--- src/rtl/mmio_uart_tx.sv ---
// mmio_uart_tx: memory-mapped 8N1 UART transmitter with a small byte FIFO.
//
// Register map (word addresses BASE_ADDR + offset):
//   0 DATA     write pushes din[7:0] into the FIFO; reads 0
//   1 STATUS   read {count[7:4], overflow, busy, full, empty}; write din[3]=1 clears overflow
//   2 DIVISOR  clocks per serial bit; 0 behaves as 1
//   3 (none)   reads 0, writes ignored
//
// Ports:
//   clk    system clock, rising edge
//   reset  synchronous active-high reset
//   addr   bus address
//   din    bus write data
//   we     bus write enable
//   dout   registered read data (0 when not selected)
//   sel    registered: dout owns the system read mux this cycle
//   tx     serial output, idle high, driven from a flop
module mmio_uart_tx #(
  parameter logic [15:0] BASE_ADDR    = 16'hFF00,
  parameter int          CLKS_PER_BIT = 16,
  parameter int          FIFO_DEPTH   = 4
) (
  input  logic        clk,
  input  logic        reset,
  input  logic [15:0] addr,
  input  logic [15:0] din,
  input  logic        we,
  output logic [15:0] dout,
  output logic        sel,
  output logic        tx
);

  localparam int PTR_W = (FIFO_DEPTH > 1) ? $clog2(FIFO_DEPTH) : 1;
  localparam int CNT_W = PTR_W + 1;

  typedef enum logic [1:0] {IDLE, START, DATA, STOP} state_t;

  state_t             state_q, state_d;
  logic [7:0]         mem_q [FIFO_DEPTH];
  logic [7:0]         mem_d [FIFO_DEPTH];
  logic [PTR_W-1:0]   wr_ptr_q, wr_ptr_d, rd_ptr_q, rd_ptr_d;
  logic [CNT_W-1:0]   count_q, count_d;
  logic               ovf_q, ovf_d;
  logic [15:0]        div_q, div_d;
  logic [15:0]        period_q, period_d;
  logic [15:0]        clk_cnt_q, clk_cnt_d;
  logic [2:0]         bit_cnt_q, bit_cnt_d;
  logic [7:0]         shift_q, shift_d;
  logic               tx_q, tx_d;
  logic               sel_q, sel_d;
  logic [15:0]        dout_q, dout_d;

  logic        hit, wr_hit, push_req, push, pop;
  logic        fifo_empty, fifo_full, bit_done;
  logic [1:0]  off;
  logic [15:0] cnt_ext, status;

  always_comb begin
    hit        = (addr[15:2] == BASE_ADDR[15:2]);
    off        = addr[1:0];
    wr_hit     = we & hit;
    push_req   = wr_hit && (off == 2'd0);
    fifo_empty = (count_q == '0);
    fifo_full  = (count_q == CNT_W'(FIFO_DEPTH));
    bit_done   = (clk_cnt_q == period_q - 16'd1);
    // Pop when idle, or at the last clock of STOP so frames run back to back.
    pop        = !fifo_empty && ((state_q == IDLE) || ((state_q == STOP) && bit_done));
    // A full FIFO still accepts a byte when a pop frees a slot on the same edge.
    push       = push_req && (!fifo_full || pop);
    cnt_ext    = 16'(count_q);
    status     = {8'h00, cnt_ext[3:0], ovf_q, (state_q != IDLE), fifo_full, fifo_empty};

    state_d   = state_q;
    mem_d     = mem_q;
    wr_ptr_d  = wr_ptr_q;
    rd_ptr_d  = rd_ptr_q;
    count_d   = count_q;
    ovf_d     = ovf_q;
    div_d     = div_q;
    period_d  = period_q;
    clk_cnt_d = clk_cnt_q;
    bit_cnt_d = bit_cnt_q;
    shift_d   = shift_q;
    tx_d      = tx_q;

    case (state_q)
      START: begin
        if (bit_done) begin
          state_d   = DATA;
          clk_cnt_d = 16'd0;
          tx_d      = shift_q[0];
        end else begin
          clk_cnt_d = clk_cnt_q + 16'd1;
        end
      end
      DATA: begin
        if (bit_done) begin
          clk_cnt_d = 16'd0;
          shift_d   = shift_q >> 1;
          bit_cnt_d = bit_cnt_q + 3'd1;
          if (bit_cnt_q == 3'd7) begin
            state_d = STOP;
            tx_d    = 1'b1;
          end else begin
            tx_d    = shift_q[1];
          end
        end else begin
          clk_cnt_d = clk_cnt_q + 16'd1;
        end
      end
      STOP: begin
        if (bit_done) begin
          state_d = IDLE;
          tx_d    = 1'b1;
        end else begin
          clk_cnt_d = clk_cnt_q + 16'd1;
        end
      end
      default: tx_d = 1'b1;
    endcase

    // Starting a frame overrides the STOP->IDLE transition above.
    if (pop) begin
      shift_d   = mem_q[rd_ptr_q];
      period_d  = (div_q == 16'd0) ? 16'd1 : div_q;
      clk_cnt_d = 16'd0;
      bit_cnt_d = 3'd0;
      state_d   = START;
      tx_d      = 1'b0;
      rd_ptr_d  = rd_ptr_q + PTR_W'(1);
    end

    if (push) begin
      mem_d[wr_ptr_q] = din[7:0];
      wr_ptr_d        = wr_ptr_q + PTR_W'(1);
    end
    count_d = count_q + CNT_W'(push) - CNT_W'(pop);

    // Clear first so a same-cycle overflow set wins.
    if (wr_hit && (off == 2'd1) && din[3]) ovf_d = 1'b0;
    if (push_req && !push)                 ovf_d = 1'b1;
    if (wr_hit && (off == 2'd2))           div_d = din;

    sel_d  = hit & ~we;
    dout_d = 16'd0;
    if (sel_d) begin
      case (off)
        2'd1:    dout_d = status;
        2'd2:    dout_d = div_q;
        default: dout_d = 16'd0;
      endcase
    end
  end

  always_ff @(posedge clk) begin
    if (reset) begin
      state_q   <= IDLE;
      wr_ptr_q  <= '0;
      rd_ptr_q  <= '0;
      count_q   <= '0;
      ovf_q     <= 1'b0;
      div_q     <= 16'(CLKS_PER_BIT);
      period_q  <= 16'd1;
      clk_cnt_q <= 16'd0;
      bit_cnt_q <= 3'd0;
      tx_q      <= 1'b1;
      sel_q     <= 1'b0;
      dout_q    <= 16'd0;
    end else begin
      state_q   <= state_d;
      wr_ptr_q  <= wr_ptr_d;
      rd_ptr_q  <= rd_ptr_d;
      count_q   <= count_d;
      ovf_q     <= ovf_d;
      div_q     <= div_d;
      period_q  <= period_d;
      clk_cnt_q <= clk_cnt_d;
      bit_cnt_q <= bit_cnt_d;
      tx_q      <= tx_d;
      sel_q     <= sel_d;
      dout_q    <= dout_d;
    end
  end

  // Byte storage and shift register carry data only; no reset needed.
  always_ff @(posedge clk) begin
    mem_q   <= mem_d;
    shift_q <= shift_d;
  end

  assign dout = dout_q;
  assign sel  = sel_q;
  assign tx   = tx_q;

endmodule

--- config.mk ---
export PLATFORM = sky130hd
export DESIGN_NAME = mmio_uart_tx
export DESIGN_NICKNAME = d
export VERILOG_FILES = /design/src/rtl/mmio_uart_tx.sv
export SDC_FILE = /design/constraint.sdc
export NUM_CORES = 1
export LEC_CHECK = 0
export ABC_CLOCK_PERIOD_IN_PS = 8570
export BUFFER_PORTS_ARGS = -buffer_cell sky130_fd_sc_hd__buf_4
export CORE_ASPECT_RATIO = 1.75
export CORE_UTILIZATION = 45
export DETAILED_ROUTE_END_ITERATION = 8
export SETUP_SLACK_MARGIN = 0.4
export SLEW_MARGIN = 25
export SYNTH_ARGS = -nofsm -noshare
export SYNTH_HDL_FRONTEND = slang
export SYNTH_SLANG_ARGS = --single-unit
--- constraint.sdc ---
create_clock -name clk -period 8.57 [get_ports clk]
set_input_delay 0 -clock clk [delete_from_list [all_inputs] [get_ports clk]]
set_output_delay 0 -clock clk [all_outputs]
set_load 0.005 [all_outputs]
==> results.toml <==
[drt]
route.detailed.vias_per_inst = 5.445
routed_wl_um = 13360
drt_iter0_drc = 171
detailed_route_wire_length_per_cell_um = 17.63
drc = 0
via_count = 4127
dr.pass1.iters = 4
postRouteAntennaNets = 0

[clock_network]
cts_root_buffer = "sky130_fd_sc_hd__clkbuf_16"
tritoncts_clock_tree = "yes"
maximum_level_of_the_cts_h_tree = 4
clk_pin_slew_ps = 60
numClockSinks = 119
cts_resized = 0
cts.path.max_buffers = 2
latest_clock_arrival_within_the_worst_skew_pair_ps = 410
cts.repair_timing.setup_buffer_count = 0
numCtsBuffers = 17
cts_hold_repair.buffers = 19

[cells_and_area]
drive_above_1_share_pct = 20.91
antenna_diode_instance_count = 0
finish.utilization_pct = 56.86
syn_to_final_growth_pct = 22.23
post-route-cell-area_mm2 = 0.006900
nNetsFinal = 636
layout.cells.non_filler = 758

[global_route]
globalRoute.totalOverflow = 0
grt_first_pass_wirelength_um = 21430
number_of_antenna_violations_at_the_first_check_in_global_routing = 0
grt_pass1_vias = 4124
largest_net_degree_at_the_start_of_global_routing = 38
grt.total_usage_pct = 22.18

[timing]
period_share_pct = 47.56
timing.final.ws_setup_ps = 4495
fmaxAchievable_mhz = 245.4
clock-skew-final_ps = 9.718
final-max-slew-violation-count = 0
report.final.setup_viol = 0
finalCriticalPeriod_ps = 4075
timing.slew.headroom_pct = 43.11
final-hold-violation-count = 0
transition_time_of_the_tightest_slew_check_pin_ps = 851.4
setup_total_negative_slack_ps = 0
grt_setup_unrepaired = "false"
holdWs_ps = 58.91

[power]
power_density_mw_per_mm2 = 281.2
sw_frac_of_total_pct = 31.82
power.ir.vdd_worst_uv = 203.4
seq_power_share_pct = 35.6
p_leak_nw = 2.693
power.total_mw = 1.940
power.clock.fraction_pct = 39.0
p_int_mw = 1.323
power.share.combinational_pct = 25.3
net-switching-power_mw = 0.6174

[placed_design]
postPlaceCellArea_mm2 = 0.006080
place.port_buffers = 52
placedCellCount = 707
globalplace.congestion = 0.9685
place_worst_setup_slack_ps = 4482
dpl.hpwl_um = 9878

[setup_path]
cell_seen_most_often_among_critical_path_stages = "sky130_fd_sc_hd__inv_1"
timing.critical_path.buf_inv = 3
cp_slowest_stage_delay_ps = 510
cpMaxStageDelayCell = "sky130_fd_sc_hd__nor3_1"
critical_path_arrival_ps = 4360
timing.critical_path.from_type = "flip-flop"
timing.critical_path.cells = "nor3_1 -> and4_1 -> xnor2_1 -> a211oi_1 -> o2111a_1 -> nand2_1 -> a21oi_2 -> inv_1 -> ha_1 -> inv_1 -> ha_1 -> inv_1 -> fa_1 -> xor2_1 -> xnor2_1 -> nor2_1"
worst-path-max-fanout = 10
crit_type = "reg2reg"
crit_required_ps = 8850
worst-path-stages = 16
cpLargestDelayFamily = "simple AND/OR/NAND/NOR gates"
r2r_cells = 16
critPathCaptureType = "flip-flop"

[synth]
synth_cells = 518
synth-seq-area-share_pct = 49.29
top_post_synthesis_cells_by_area = "sky130_fd_sc_hd__dfxtp_1 (28%), sky130_fd_sc_hd__edfxtp_1 (21%), sky130_fd_sc_hd__ha_1 (4.4%)"
synth_cell_type_count = 65
synth_enable_flop_cells = 40
yosysTopAreaCell = "sky130_fd_sc_hd__dfxtp_1"
syn-cell-area_mm2 = 0.005645
synth_area_per_cell_um2 = 10.90
synthesis.yosys.warnings = 0
synthesis.nets = 574
asyncSetResetFlopFracSynth_pct = 0
ys.flop_type = "sky130_fd_sc_hd__dfxtp_1"
area_share_of_the_leading_cell_type_in_the_synthesized_netlist_pct = 28.01
post_synthesis_register_bit_count = 119

[die]
die_y_um = 150.2
die-width_um = 86.67
pin_count = 53
die_outline_area_mm2 = 0.01302
floorplan.initialDensity_pct = 46.52
design.core.area_mm2 = 0.01214
std_cell_rows = 53

[job]
max_cap_viol_count = 0

[hold_path]
worst_hold_path.num_cells = 4
min-delay-path-class = "in2reg"

[status]
outcome = "finished clean"
==> power by group through the flow <==
stage               clock, mW  sequential, mW  combinational (mW)
global route            0.793           0.700               0.542
CTS                     0.770           0.693               0.497
global placement            0           0.704               0.478
detailed placement          0           0.705               0.488
finish                  0.758           0.691               0.491
floorplan                   0           0.678               0.412
==> cells in the final DEF (no fill, tap or decap), types with 9 or more instances in the layout <==
| cell type | n |
|---|---|
| sky130_fd_sc_hd__ha_1 | 20 |
| sky130_fd_sc_hd__buf_4 | 52 |
| sky130_fd_sc_hd__a21oi_1 | 17 |
| sky130_fd_sc_hd__o21ai_0 | 21 |
| sky130_fd_sc_hd__nand3_1 | 9 |
| sky130_fd_sc_hd__or3_1 | 12 |
| sky130_fd_sc_hd__dfxtp_1 | 79 |
| sky130_fd_sc_hd__dlygate4sd3_1 | 19 |
| sky130_fd_sc_hd__and2_1 | 17 |
| sky130_fd_sc_hd__nor3_1 | 12 |
| sky130_fd_sc_hd__a22o_1 | 12 |
| sky130_fd_sc_hd__mux2i_1 | 24 |
| sky130_fd_sc_hd__nor2_1 | 44 |
| sky130_fd_sc_hd__edfxtp_1 | 40 |
| sky130_fd_sc_hd__xnor2_1 | 10 |
| sky130_fd_sc_hd__nand2_1 | 26 |
| sky130_fd_sc_hd__clkbuf_16 | 17 |
| sky130_fd_sc_hd__inv_1 | 17 |
| sky130_fd_sc_hd__xor2_1 | 12 |
==> cells in the mapped netlist (9+ instances only) <==
cell type and n:
sky130_fd_sc_hd__a22o_1 12, sky130_fd_sc_hd__mux2i_1 24, sky130_fd_sc_hd__nand3_1 9, sky130_fd_sc_hd__a21oi_1 17
sky130_fd_sc_hd__and2_1 17, sky130_fd_sc_hd__nor2_1 44, sky130_fd_sc_hd__clkbuf_1 14, sky130_fd_sc_hd__or3_1 12
sky130_fd_sc_hd__ha_1 20, sky130_fd_sc_hd__nor3_1 12, sky130_fd_sc_hd__dfxtp_1 79, sky130_fd_sc_hd__edfxtp_1 40
sky130_fd_sc_hd__nand2_1 26, sky130_fd_sc_hd__o21ai_0 21, sky130_fd_sc_hd__inv_1 17, sky130_fd_sc_hd__xor2_1 12
sky130_fd_sc_hd__xnor2_1 10
==> logic make-up after synthesis <==
family	Yosys count	share of synthesized area, %
AO/OA/AOI/OAI	90	11.75
adder cells (fa/ha/maj)	21	4.787
flip-flops	119	49.29
multiplexers	40	9.043
XOR/XNOR	22	3.413
AND/OR/NAND/NOR	181	17.71
buffers and inverters	45	4.011
==> layer usage <==
metal / routed length [µm] / vias up / GRT usage, %
li1: - / 2024 / -
met1: 5160 / 2001 / 23.65
met2: 7577 / 82 / 41.51
met3: 260 / 20 / 4.221
met4: 365 / 0 / 9.917
met5: 0 / - / 0
==> path summary, 6_finish.rpt <==
kind	start	end	slack, ps
setup / recovery	period_q[2]	count_q[2]	4490
hold / removal	addr[6]	sel	60
hold reg to reg	ovf_q	ovf_q	470
setup reg to reg	period_q[2]	count_q[2]	4490
==> cell type report <==
cell class	instances	area (µm²)
fill	1079	5235
sequential	119	2783
multi-input combinational	354	2636
timing repair buffer	71	580.6
clock buffer	17	425.4
tap	165	206.4
clock inverter	15	205.2
inverter	17	63.81
==> worst register-to-register path: stages, from the launching register on <==
cell	delay, ps
sky130_fd_sc_hd__dfxtp_1	400
sky130_fd_sc_hd__nor3_1	510
sky130_fd_sc_hd__and4_1	340
sky130_fd_sc_hd__xnor2_1	80
sky130_fd_sc_hd__a211oi_1	270
sky130_fd_sc_hd__o2111a_1	500
sky130_fd_sc_hd__nand2_1	210
sky130_fd_sc_hd__a21oi_2	320
sky130_fd_sc_hd__inv_1	90
sky130_fd_sc_hd__ha_1	290
sky130_fd_sc_hd__inv_1	60
sky130_fd_sc_hd__ha_1	130
sky130_fd_sc_hd__inv_1	50
sky130_fd_sc_hd__fa_1	370
sky130_fd_sc_hd__xor2_1	170
sky130_fd_sc_hd__xnor2_1	130
sky130_fd_sc_hd__nor2_1	50
==> flip-flops by register name (all words and copies together) (netlist names), 3 cells and up <==
signal	count
period_q	16
mem_q	32
bit_cnt_q	3
clk_cnt_q	16
shift_q	8
div_q	16
dout	16
count_q	3
(Power assumes the default switching activity.)
